[config.mk]
export PLATFORM = sky130hd
export DESIGN_NAME = booth_prod_accum
export DESIGN_NICKNAME = d
export VERILOG_FILES = /design/src/rtl/booth_prod_accum.sv
export SDC_FILE = /design/constraint.sdc
export NUM_CORES = 1
export LEC_CHECK = 0
export ABC_AREA = 1
export CAP_MARGIN = 5
export CORE_MARGIN = 4
export CORE_UTILIZATION = 35
export DETAILED_ROUTE_END_ITERATION = 16
export GPL_TIMING_DRIVEN = 1
export SYNTH_ARGS = -nofsm -noshare
export SYNTH_HDL_FRONTEND = slang
export SYNTH_SLANG_ARGS = --single-unit
[constraint.sdc]
create_clock -name clk -period 1.5 [get_ports clk]
set_input_delay 0.225 -clock clk [delete_from_list [all_inputs] [get_ports clk]]
set_output_delay 0.225 -clock clk [all_outputs]
set_load 0.05 [all_outputs]
[src/rtl/booth_prod_accum.sv]
// booth_prod_accum
// ----------------
// Multiply-accumulate back end for the 4-bit Booth multiplier. It sums a
// fixed-length batch of N_TERMS signed products into a wider two's-complement
// accumulator. Each batch total is then presented downstream, together with a
// sticky signed-overflow flag.
//
// Ports
//   clk         rising-edge system clock
//   rst_n       asynchronous active-low reset
//   clear       synchronous batch abort; wins over every other event
//   prod        signed product from the multiplier (PROD_W bits)
//   prod_valid  prod is valid this cycle
//   prod_ready  block accepts prod this cycle
//   sum         signed batch total (ACC_W bits)
//   sum_ovf     signed overflow occurred in the batch that produced sum
//   sum_valid   sum / sum_ovf are valid
//   sum_ready   downstream accepts sum
//   term_cnt    products accepted so far in the current batch
//   state_dbg   FSM state for observation (0 = ACCUM, 1 = DONE)
//
// Handshakes: a transfer happens on a rising edge where valid and ready are
// both high. A producer holds its data and valid stable until that edge.
// prod_ready depends only on the FSM state and clear, never on prod_valid.
// sum/sum_ovf/sum_valid hold until sum_ready is sampled high.

module booth_prod_accum #(
    parameter int PROD_W  = 8,
    parameter int ACC_W   = 12,
    parameter int N_TERMS = 4
) (
    input  logic              clk,
    input  logic              rst_n,
    input  logic              clear,
    input  logic [PROD_W-1:0] prod,
    input  logic              prod_valid,
    output logic              prod_ready,
    output logic [ACC_W-1:0]  sum,
    output logic              sum_ovf,
    output logic              sum_valid,
    input  logic              sum_ready,
    output logic [7:0]        term_cnt,
    output logic              state_dbg
);

    typedef enum logic {
        ACCUM = 1'b0,
        DONE  = 1'b1
    } state_t;

    localparam logic [7:0] LAST_CNT = 8'(N_TERMS - 1);

    state_t                    state_q;
    state_t                    state_d;
    logic signed [ACC_W-1:0]   acc;
    logic signed [ACC_W-1:0]   prod_ext;
    logic signed [ACC_W-1:0]   add_res;
    logic                      add_ovf;
    logic                      ovf_flag;
    logic                      accept;
    logic                      last_term;

    // Products are always two's complement; the size cast sign-extends.
    assign prod_ext = ACC_W'($signed(prod));
    assign add_res  = acc + prod_ext;

    // Overflow: both operands share a sign and the wrapped result does not.
    assign add_ovf = (acc[ACC_W-1] == prod_ext[ACC_W-1]) &&
                     (add_res[ACC_W-1] != acc[ACC_W-1]);

    assign prod_ready = (state_q == ACCUM) && !clear;
    assign accept     = prod_valid && prod_ready;
    assign last_term  = (term_cnt == LAST_CNT);
    assign state_dbg  = (state_q == DONE);

    always_comb begin
        state_d = state_q;
        case (state_q)
            ACCUM: if (accept && last_term) state_d = DONE;
            DONE:  if (sum_ready)           state_d = ACCUM;
            default:                        state_d = ACCUM;
        endcase
        if (clear) state_d = ACCUM;
    end

    always_ff @(posedge clk or negedge rst_n) begin
        if (!rst_n) begin
            state_q   <= ACCUM;
            acc       <= '0;
            term_cnt  <= '0;
            ovf_flag  <= 1'b0;
            sum       <= '0;
            sum_ovf   <= 1'b0;
            sum_valid <= 1'b0;
        end else begin
            state_q <= state_d;
            if (clear) begin
                // Abort: drop partial batch and any unconsumed total.
                acc       <= '0;
                term_cnt  <= '0;
                ovf_flag  <= 1'b0;
                sum_valid <= 1'b0;
            end else begin
                if (state_q == DONE && sum_ready) begin
                    sum_valid <= 1'b0;
                end
                if (accept) begin
                    if (last_term) begin
                        // Publish the total and start the next batch clean.
                        sum       <= add_res;
                        sum_ovf   <= ovf_flag | add_ovf;
                        sum_valid <= 1'b1;
                        acc       <= '0;
                        term_cnt  <= '0;
                        ovf_flag  <= 1'b0;
                    end else begin
                        acc      <= add_res;
                        term_cnt <= term_cnt + 8'd1;
                        ovf_flag <= ovf_flag | add_ovf;
                    end
                end
            end
        end
    end

endmodule

==> run metrics, run 1 <==
CP cell instances=ha_4 > a21oi_2 > nor2_1 > o21ai_1 > nand4_1 > nand3_1 > nand2_1; Synthesis Warnings=0; post-DR wirelength/cell=13.8 µm; worst skew pair latency=0.29 ns; fin crit share=106%; Tot Pwr=4.79 mW; FMAX=0.627 GHz; Root Buffer=clkbuf_8; P_int=2.90 mW; max cap viols=0; Crit path max-delay family=flip-flops; Worst Tran Pin Value=0.326 ns; status=finished, violations left; Bufs and invs on worst path=0; sequential share of the synthesized area=42.8%; unrepaired setup endpoints after global routing=true; area grow syn2layout=66.2%; Synth cell types=26; Placement Rows=27; Clock transition at path regs=0.08 ns; M1 GR Usage=20.8%; met3 usage=3.75%; first-pass GRT wire length=9.72 mm; vias=1976; fraction of layout cells with a size suffix above 1=42.0%; count of final max-slew check failures=0; clk sinks=36; GRT busiest layer=met2; Final Hold Violating Endpoints=0; Total Routing Usage GR=16.6%; routed wire length=5.77 mm; net switching fraction of the power=39.4%; CP arrival=1.78 ns; largest net degree at the start of global routing=20; kind of critical path=flop to flop; Cell Area, Synth=2100 µm²; Main synth FF type=dfrtp_1; met2 usage=29.0%; DRC=0; Initial DRC Count=77; crit path time final=1.60 ns; CTS tree=done; grt total ovfl=0; setup ws final=-0.0953 ns; CTS Buf Count=5; Clock Path Buffers=2; Post-DRT Antenna Nets=0; slew margin rel.=78.2%; startpoint types=flop; Gate power share=51.1%; FF+latch count, synth=36; violated checks=setup timing; post-DP HPWL=4.11 mm; vias per cell=4.73; Post-Syn Nets=288; Crit-path slowest cell=dfrtp_1; chip width=85.5 µm; IO Count=37; core region area=5680 µm²; CP required=1.69 ns; Cell Pwr Density=1370 nW/µm²; stages on the worst setup path=7; commonest non-fill, non-tap cell in the layout=nand2_1; Setup Skew=0.00530 ns; Clock power frac=20.1%; fin area=3500 µm²; Die Y-Extent=85.5 µm; async set-reset flop share out of synthesis=100%; post-layout net count=370; PortBufs=36; NetSw=1.89 mW; Die Area=7320 µm²; syn avg cell area=8.03 µm²; count of final setup violators=13; maximum VDD drop=0.000806 V; number of flops mapped to enable cells by yosys=0; Sequential Power Share=28.7%; Leakage=1.70 nW; worst min path class=primary input to asynchronous set/reset pin; number of antenna violations at the first check in global routing=1; placer congestion estimate=0.872; drt pass-1 iters=4; Worst Path Max Fanout=3; Synth Instances=262; Setup crit end kind=flop; vias in the first global route=2096; most frequent cells in the layout=68 x nand2_1, 44 x buf_4, 33 x dfrtp_1; Worst path max stage delay=0.43 ns; Area after DPL=3020 µm²; CTS H-Tree Depth=2; Initial Utilization=37.1%; R2R depth=7
repair_timing:
item	in CTS	in global routing
pin swaps	11	23
setup endpoints to repair	22	23
hold endpoints to repair	10	0
buffers inserted	2	2
gates cloned	0	0
hold buffers	1	0
resized for setup	44	28
power by group through the flow:
stage	combinational (mW)	clock (mW)	sequential (mW)
after global routing	2.62	1.03	1.41
final	2.45	0.964	1.38
after global placement	2.04	0	1.36
after floorplan	0.684	0	1.78
after CTS	2.27	0.985	1.37
after detailed placement	2.07	0	1.37
synth_stat cells (all sizes together) (2+ instances only):
cell type	number	share of area, %
a21oi	11	2.6
a22o	2	0.83
buf	4	2.0
dfrtp	36	43
ha	12	7.1
inv	32	5.8
nand2	85	16
nand3	17	4.0
nand3b	5	1.8
nand4	3	0.89
nor2	22	5.4
o21ai	17	4.2
o22ai	3	0.89
xnor2	4	1.7
xor2	4	1.7
layer usage:
metal / routed length, µm / vias to the layer above
met4: 21 / 0
met5: 0 / -
met2: 2930 / 35
met3: 204 / 2
li1: - / 1009
met1: 2620 / 930
worst paths after layout:
check | startpoint | slack (ns) | end
min reg2reg | sum[3]$_DFFE_PN0P_ | 0.49 | sum[3]$_DFFE_PN0P_
min in group clk | sum[3]$_DFFE_PN0P_ | 0.49 | sum[3]$_DFFE_PN0P_
min | rst_n | 0.36 | acc[7]$_DFFE_PN0P_
max reg2reg | acc[3]$_DFFE_PN0P_ | -0.1 | sum[10]$_DFFE_PN0P_
max | acc[3]$_DFFE_PN0P_ | -0.1 | sum[10]$_DFFE_PN0P_
max in group asynchronous | rst_n | 0.71 | term_cnt[1]$_DFFE_PN0P_
logic make-up (layout without fill, tap and decap cells):
| logic type | count (synthesis) | in the layout | synth area share, % |
|---|---|---|---|
| AOI/OAI and AO/OA | 37 | 37 | 10.0 |
| buffers and inverters | 36 | 119 | 7.79 |
| DFF | 36 | 36 | 42.8 |
| adders and majority gates | 13 | 13 | 8.09 |
| other | 0 | 1 | 0 |
| xor gates and xnor gates | 8 | 8 | 3.33 |
| and+or+nand+nor | 132 | 132 | 27.9 |
per-stage QoR:
stage	utilization (%)	std cells	TNS [ns]	worst slack [ns]	hold WS [ns]
2_1_floorplan	-	262	-1.12	-0.115	-0.0706
3_3_place_gp	53.3	404	-9.66	-0.493	0.134
3_5_place_dp	53.3	404	-10.35	-0.513	0.138
4_1_cts	59.6	415	-1.06	-0.155	0.363
5_1_grt	61.6	418	-2.50	-0.234	0.370
6_report	61.6	418	-0.715	-0.0953	0.356
layout make-up:
class	instances	area [µm²]
antenna	1	2.50
clock buffer	7	96.3
clock inverter	1	30.0
fill	485	2180
inverter	32	126
multi-input combinational	190	1370
sequential	36	905
tap	72	90.1
timing repair buffer	79	880
flip-flops by register name (all words and copies together) (netlist names):
signal     flops
term_cnt       8
sum_valid      1
sum_ovf        1
ovf_flag       1
state_dbg      1
sum           12
acc           12
worst register-to-register path, stage by stage (launching register included):
cell and delay (ns):
dfrtp_1 0.43, ha_4 0.28, a21oi_2 0.17, nor2_1 0.06
o21ai_1 0.19, nand4_1 0.16, nand3_1 0.14, nand2_1 0.06
No activity file was read; power rests on OpenSTA's default activity.
==> inputs of run 2 (changes only) <==
--- a/config.mk
+++ b/config.mk
@@ -7,7 +7,7 @@
 export LEC_CHECK = 0
 export ABC_AREA = 1
 export CAP_MARGIN = 5
-export CORE_MARGIN = 4
+export CORE_MARGIN = 2
 export CORE_UTILIZATION = 35
 export DETAILED_ROUTE_END_ITERATION = 16
 export GPL_TIMING_DRIVEN = 1
==> run metrics, run 2 (same netlist as run 1, synthesis figures left out) <==
status=finished, violations left; violated checks=setup timing; Die Area=6650 µm²; post-place setup slack=-0.543 ns; Worst Path Max Fanout=3; count of final setup violators=15; kind of critical path=flop to flop; placer congestion estimate=0.920; NetSw=1.87 mW; fin area=3540 µm²; Cell Pwr Density=1290 nW/µm²; Crit Reg-Reg Endpoint=sum[8]$_DFFE_PN0P_; commonest non-fill, non-tap cell in the layout=nand2_1; worst skew pair latency=0.29 ns; CP required=1.68 ns; post-DR wirelength/cell=13.4 µm; CTS tree=done; top flop regs=acc (12), sum (12), term_cnt (8); reg2reg start=acc[0]$_DFFE_PN0P_; slew margin rel.=71.1%; Placement Rows=28; IO Count=37; Initial DRC Count=52; routed wire length=5.71 mm; R2R depth=11; grt total ovfl=0; count of final max-slew check failures=0; crit path time final=1.63 ns; first-pass GRT wire length=9.18 mm; post-layout net count=377; FMAX=0.615 GHz; vias in the first global route=2080; CP arrival=1.80 ns; drt pass-1 iters=4; PortBufs=36; setup ws final=-0.127 ns; fraction of layout cells with a size suffix above 1=44.0%; setup_tns=-1.07 ns; Post-DRT Antenna Nets=0; Initial Utilization=36.0%; Layout Utilization=60.5%; chip width=81.5 µm; # diodes=0; final cell count without fillers=427; Leakage=1.73 nW; Cells after DPL=409; Area after DPL=3010 µm²; CTS Buf Count=5; area grow syn2layout=68.1%; max cap viols=0; Setup crit end kind=flop; core region area=5850 µm²; Root Buffer=clkbuf_8; Final Hold Violating Endpoints=0; number of antenna violations at the first check in global routing=0; Clock Path Buffers=2; Tot Pwr=4.56 mW; Total Routing Usage GR=18.1%; WHS=0.403 ns; most frequent cells in the layout=66 x nand2_1, 55 x buf_4, 33 x dfrtp_1; net switching fraction of the power=40.9%; vias=2033; maximum VDD drop=0.000804 V; Worst Tran Pin Value=0.434 ns; startpoint types=flop; vias per cell=4.76; post-DP HPWL=4.04 mm; Clock transition at path regs=0.08 ns; DRC=0; largest net degree at the start of global routing=21; worst min path class=primary input to asynchronous set/reset pin; clk sinks=36; Setup Skew=0.00837 ns; CTS H-Tree Depth=2; Gate power share=53.6%; Die Y-Extent=81.5 µm; Clock power frac=16.8%; Sequential Power Share=29.6%; P_int=2.70 mW; FF-to-FF setup slack=-0.13 ns; fin crit share=108%; unrepaired setup endpoints after global routing=true
==> run 2: cell count changes in the layout (fill, tap and decap cells not counted), moves of 2 or more <==
cell and delta:
nand3_2 -3, dlygate4sd2_1 +3, nor2_1 -2, nand3_4 +3
buf_12 -3, buf_4 +11, a21oi_2 -3, nand2_1 -2
clkdlybuf4s50_1 -3, a21oi_4 +3
==> run 2: how the worst max path moves through the flow <==
stage,from,endpoint,slack (ns),cells past startpoint
floorplan,state_dbg$_DFF_PN0_,sum[10]$_DFFE_PN0P_,-0.11,8
global placement,prod[0],sum[8]$_DFFE_PN0P_,-0.51,12
detailed placement,prod[0],sum[8]$_DFFE_PN0P_,-0.54,12
CTS,acc[0]$_DFFE_PN0P_,sum[8]$_DFFE_PN0P_,-0.17,11
global route,acc[0]$_DFFE_PN0P_,sum[8]$_DFFE_PN0P_,-0.19,11
finish,acc[0]$_DFFE_PN0P_,sum[8]$_DFFE_PN0P_,-0.13,11
==> run 2: timing repair <==
action                                 CTS  global route
pin swaps                                7            19
gates resized for setup                 34            51
setup endpoints to repair               22            25
endpoints found under the hold margin   16             0
hold buffers                             1             0
setup buffers                            2             7
==> run 2: per-layer routing <==
| metal | part of all wire (%) | vias up | track usage (%) |
|---|---|---|---|
| met2 | 55 | 27 | 33.2 |
| met4 | 1.4 | 0 | 5.93 |
| li1 | - | 1019 | - |
| met1 | 41 | 978 | 20.4 |
| met5 | 0 | - | 0 |
| met3 | 3.0 | 9 | 4.29 |
==> run 2: layout make-up <==
class                      instances  area (µm²)
sequential                        36         905
timing repair buffer              86         887
inverter                          32         126
fill                             490        2310
clock buffer                       8         100
multi-input combinational        190        1430
tap                               75        93.8
==> run 2: power by group through the flow <==
stage	Sequential (mW)	Combinational, mW	Clock [mW]
after global routing	1.38	2.62	0.837
after CTS	1.35	2.14	0.788
after global placement	1.34	1.96	0
final	1.35	2.45	0.766
after floorplan	1.78	0.684	0
after detailed placement	1.34	1.98	0
==> run 2: worst max-delay path: stages, from the launching register on <==
cell      delay (ns)
dfrtp_1         0.35
ha_2            0.19
inv_2           0.04
fa_2            0.35
inv_2           0.07
nand3_2         0.08
nand2_4         0.09
nand3_2         0.07
nand2_2         0.07
nand2_1         0.06
nand3b_1        0.09
nand2_1         0.05
==> inputs of run 3 (changes only) <==
--- a/config.mk
+++ b/config.mk
@@ -7,10 +7,11 @@
 export LEC_CHECK = 0
 export ABC_AREA = 1
 export CAP_MARGIN = 5
-export CORE_MARGIN = 2
+export CORE_MARGIN = 4
 export CORE_UTILIZATION = 35
 export DETAILED_ROUTE_END_ITERATION = 16
 export GPL_TIMING_DRIVEN = 1
+export MAX_ROUTING_LAYER = met4
 export SYNTH_ARGS = -nofsm -noshare
 export SYNTH_HDL_FRONTEND = slang
 export SYNTH_SLANG_ARGS = --single-unit
==> run metrics, run 3 (same netlist as run 1, synthesis figures left out) <==
reg2reg start=acc[5]$_DFFE_PN0P_; CP cell instances=ha_4 > inv_1 > o21ai_1 > buf_4 > a21oi_2 > nand2_2 > nor2_1 > nand3b_1 > nand2_1; setup ws final=-0.128 ns; Placement Rows=27; Initial Utilization=37.1%; drt pass-1 iters=4; Root Buffer=clkbuf_8; top flop regs=acc (12), sum (12), term_cnt (8); Initial DRC Count=82; Crit Reg-Reg Endpoint=sum[8]$_DFFE_PN0P_; most frequent cells in the layout=69 x nand2_1, 45 x buf_4, 33 x dfrtp_1; crit path time final=1.63 ns; area grow syn2layout=66.6%; placer congestion estimate=0.887; max cap viols=0; fin crit share=109%; first-pass GRT wire length=9.70 mm; maximum VDD drop=0.000803 V; Area after DPL=3020 µm²; Worst path max stage delay=0.43 ns; Crit-path slowest cell=dfrtp_1; routed wire length=5.83 mm; IO Count=37; final cell count without fillers=419; post-DR wirelength/cell=13.9 µm; fraction of layout cells with a size suffix above 1=41.9%; vias in the first global route=2103; commonest non-fill, non-tap cell in the layout=nand2_1; post-layout net count=371; PortBufs=36; startpoint types=flop; Leakage=1.71 nW; Clock transition at path regs=0.08 ns; clk sinks=36; number of antenna violations at the first check in global routing=1; chip width=85.5 µm; Die Area=7320 µm²; FF-to-FF setup slack=-0.13 ns; Cells after DPL=404; vias per cell=4.83; slew margin rel.=78.6%; FMAX=0.614 GHz; CTS tree=done; Clock Path Buffers=2; status=finished, violations left; Total Routing Usage GR=17.0%; post-DP HPWL=4.11 mm; fin area=3510 µm²; Worst Path Max Fanout=3; CP required=1.73 ns; Setup crit end kind=flop; crit path from=acc[5]$_DFFE_PN0P_; Critical Path Sink=sum[8]$_DFFE_PN0P_; violated checks=setup timing; CP arrival=1.86 ns; count of final max-slew check failures=0; CTS Buf Count=5; Cell Pwr Density=1370 nW/µm²; count of final setup violators=15; Final Hold Violating Endpoints=0; grt total ovfl=0; vias=2025; Die Y-Extent=85.5 µm; Setup Skew=0.00533 ns; DRC=0; Layout Utilization=61.8%; CTS H-Tree Depth=2; WHS=0.352 ns; Post-DRT Antenna Nets=0; core region area=5680 µm²; Worst Tran Pin Value=0.321 ns; worst skew pair latency=0.29 ns; R2R depth=9; unrepaired setup endpoints after global routing=true; largest net degree at the start of global routing=20; kind of critical path=flop to flop; worst min path class=primary input to asynchronous set/reset pin
[run 3: worst max-delay path: cells and delay by family, from the launching register on]
| family | cells | cell delay [ns] |
|---|---|---|
| flops | 1 | 0.43 |
| simple gates | 4 | 0.34 |
| fa+ha+maj | 1 | 0.32 |
| compound gates | 2 | 0.27 |
| buf+inv | 2 | 0.23 |
[run 3: stage by stage]
step / setup WS, ns / TNS, ns / power [mW]
after floorplan: -0.115 / -1.12 / 2.46
after global placement: -0.493 / -9.66 / 3.41
after detailed placement: -0.513 / -10.35 / 3.43
after CTS: -0.155 / -1.06 / 4.63
after global routing: -0.248 / -2.55 / 5.07
final: -0.128 / -0.873 / 4.80
[run 3: what timing repair did]
action | in CTS | in global routing
pin swaps | 11 | 20
setup buffers | 2 | 3
endpoints found under the setup margin | 22 | 23
hold endpoints to repair | 10 | 0
hold buffers | 1 | 0
gates resized for setup | 44 | 27
[run 3: cell type report]
class                   instances  area (µm²)
clock inverters                 1        30.0
inverters                      32         126
well taps                      72        90.1
fillers                       485        2170
repair buffers                 80         887
flip-flops and latches         36         905
clock buffers                   7        96.3
multi-input cells             190        1370
diodes                          1        2.50
[run 3: how the worst min path moves through the flow]
| stage | startpoint | slack [ns] | endpoint |
|---|---|---|---|
| 6_report | rst_n | 0.35 | acc[7]$_DFFE_PN0P_ |
| 5_1_grt | rst_n | 0.37 | acc[7]$_DFFE_PN0P_ |
| 4_1_cts | rst_n | 0.36 | acc[7]$_DFFE_PN0P_ |
| 3_5_place_dp | rst_n | 0.14 | acc[7]$_DFFE_PN0P_ |
| 3_3_place_gp | rst_n | 0.13 | acc[7]$_DFFE_PN0P_ |
| 2_1_floorplan | rst_n | -0.07 | acc[0]$_DFFE_PN0P_ |
[run 3: where the power goes]
group	internal (mW)	switching, mW
registers	1.17	0.200
logic	1.15	1.32
clock network	0.587	0.379
[run 3: metal layers]
metal,up-vias,part of all wire [%],GRT usage [%]
li1,1014,-,-
met1,971,45,20.8
met2,38,51,29.1
met3,2,3.8,3.46
met4,0,0.17,3.74
met5,-,0,-
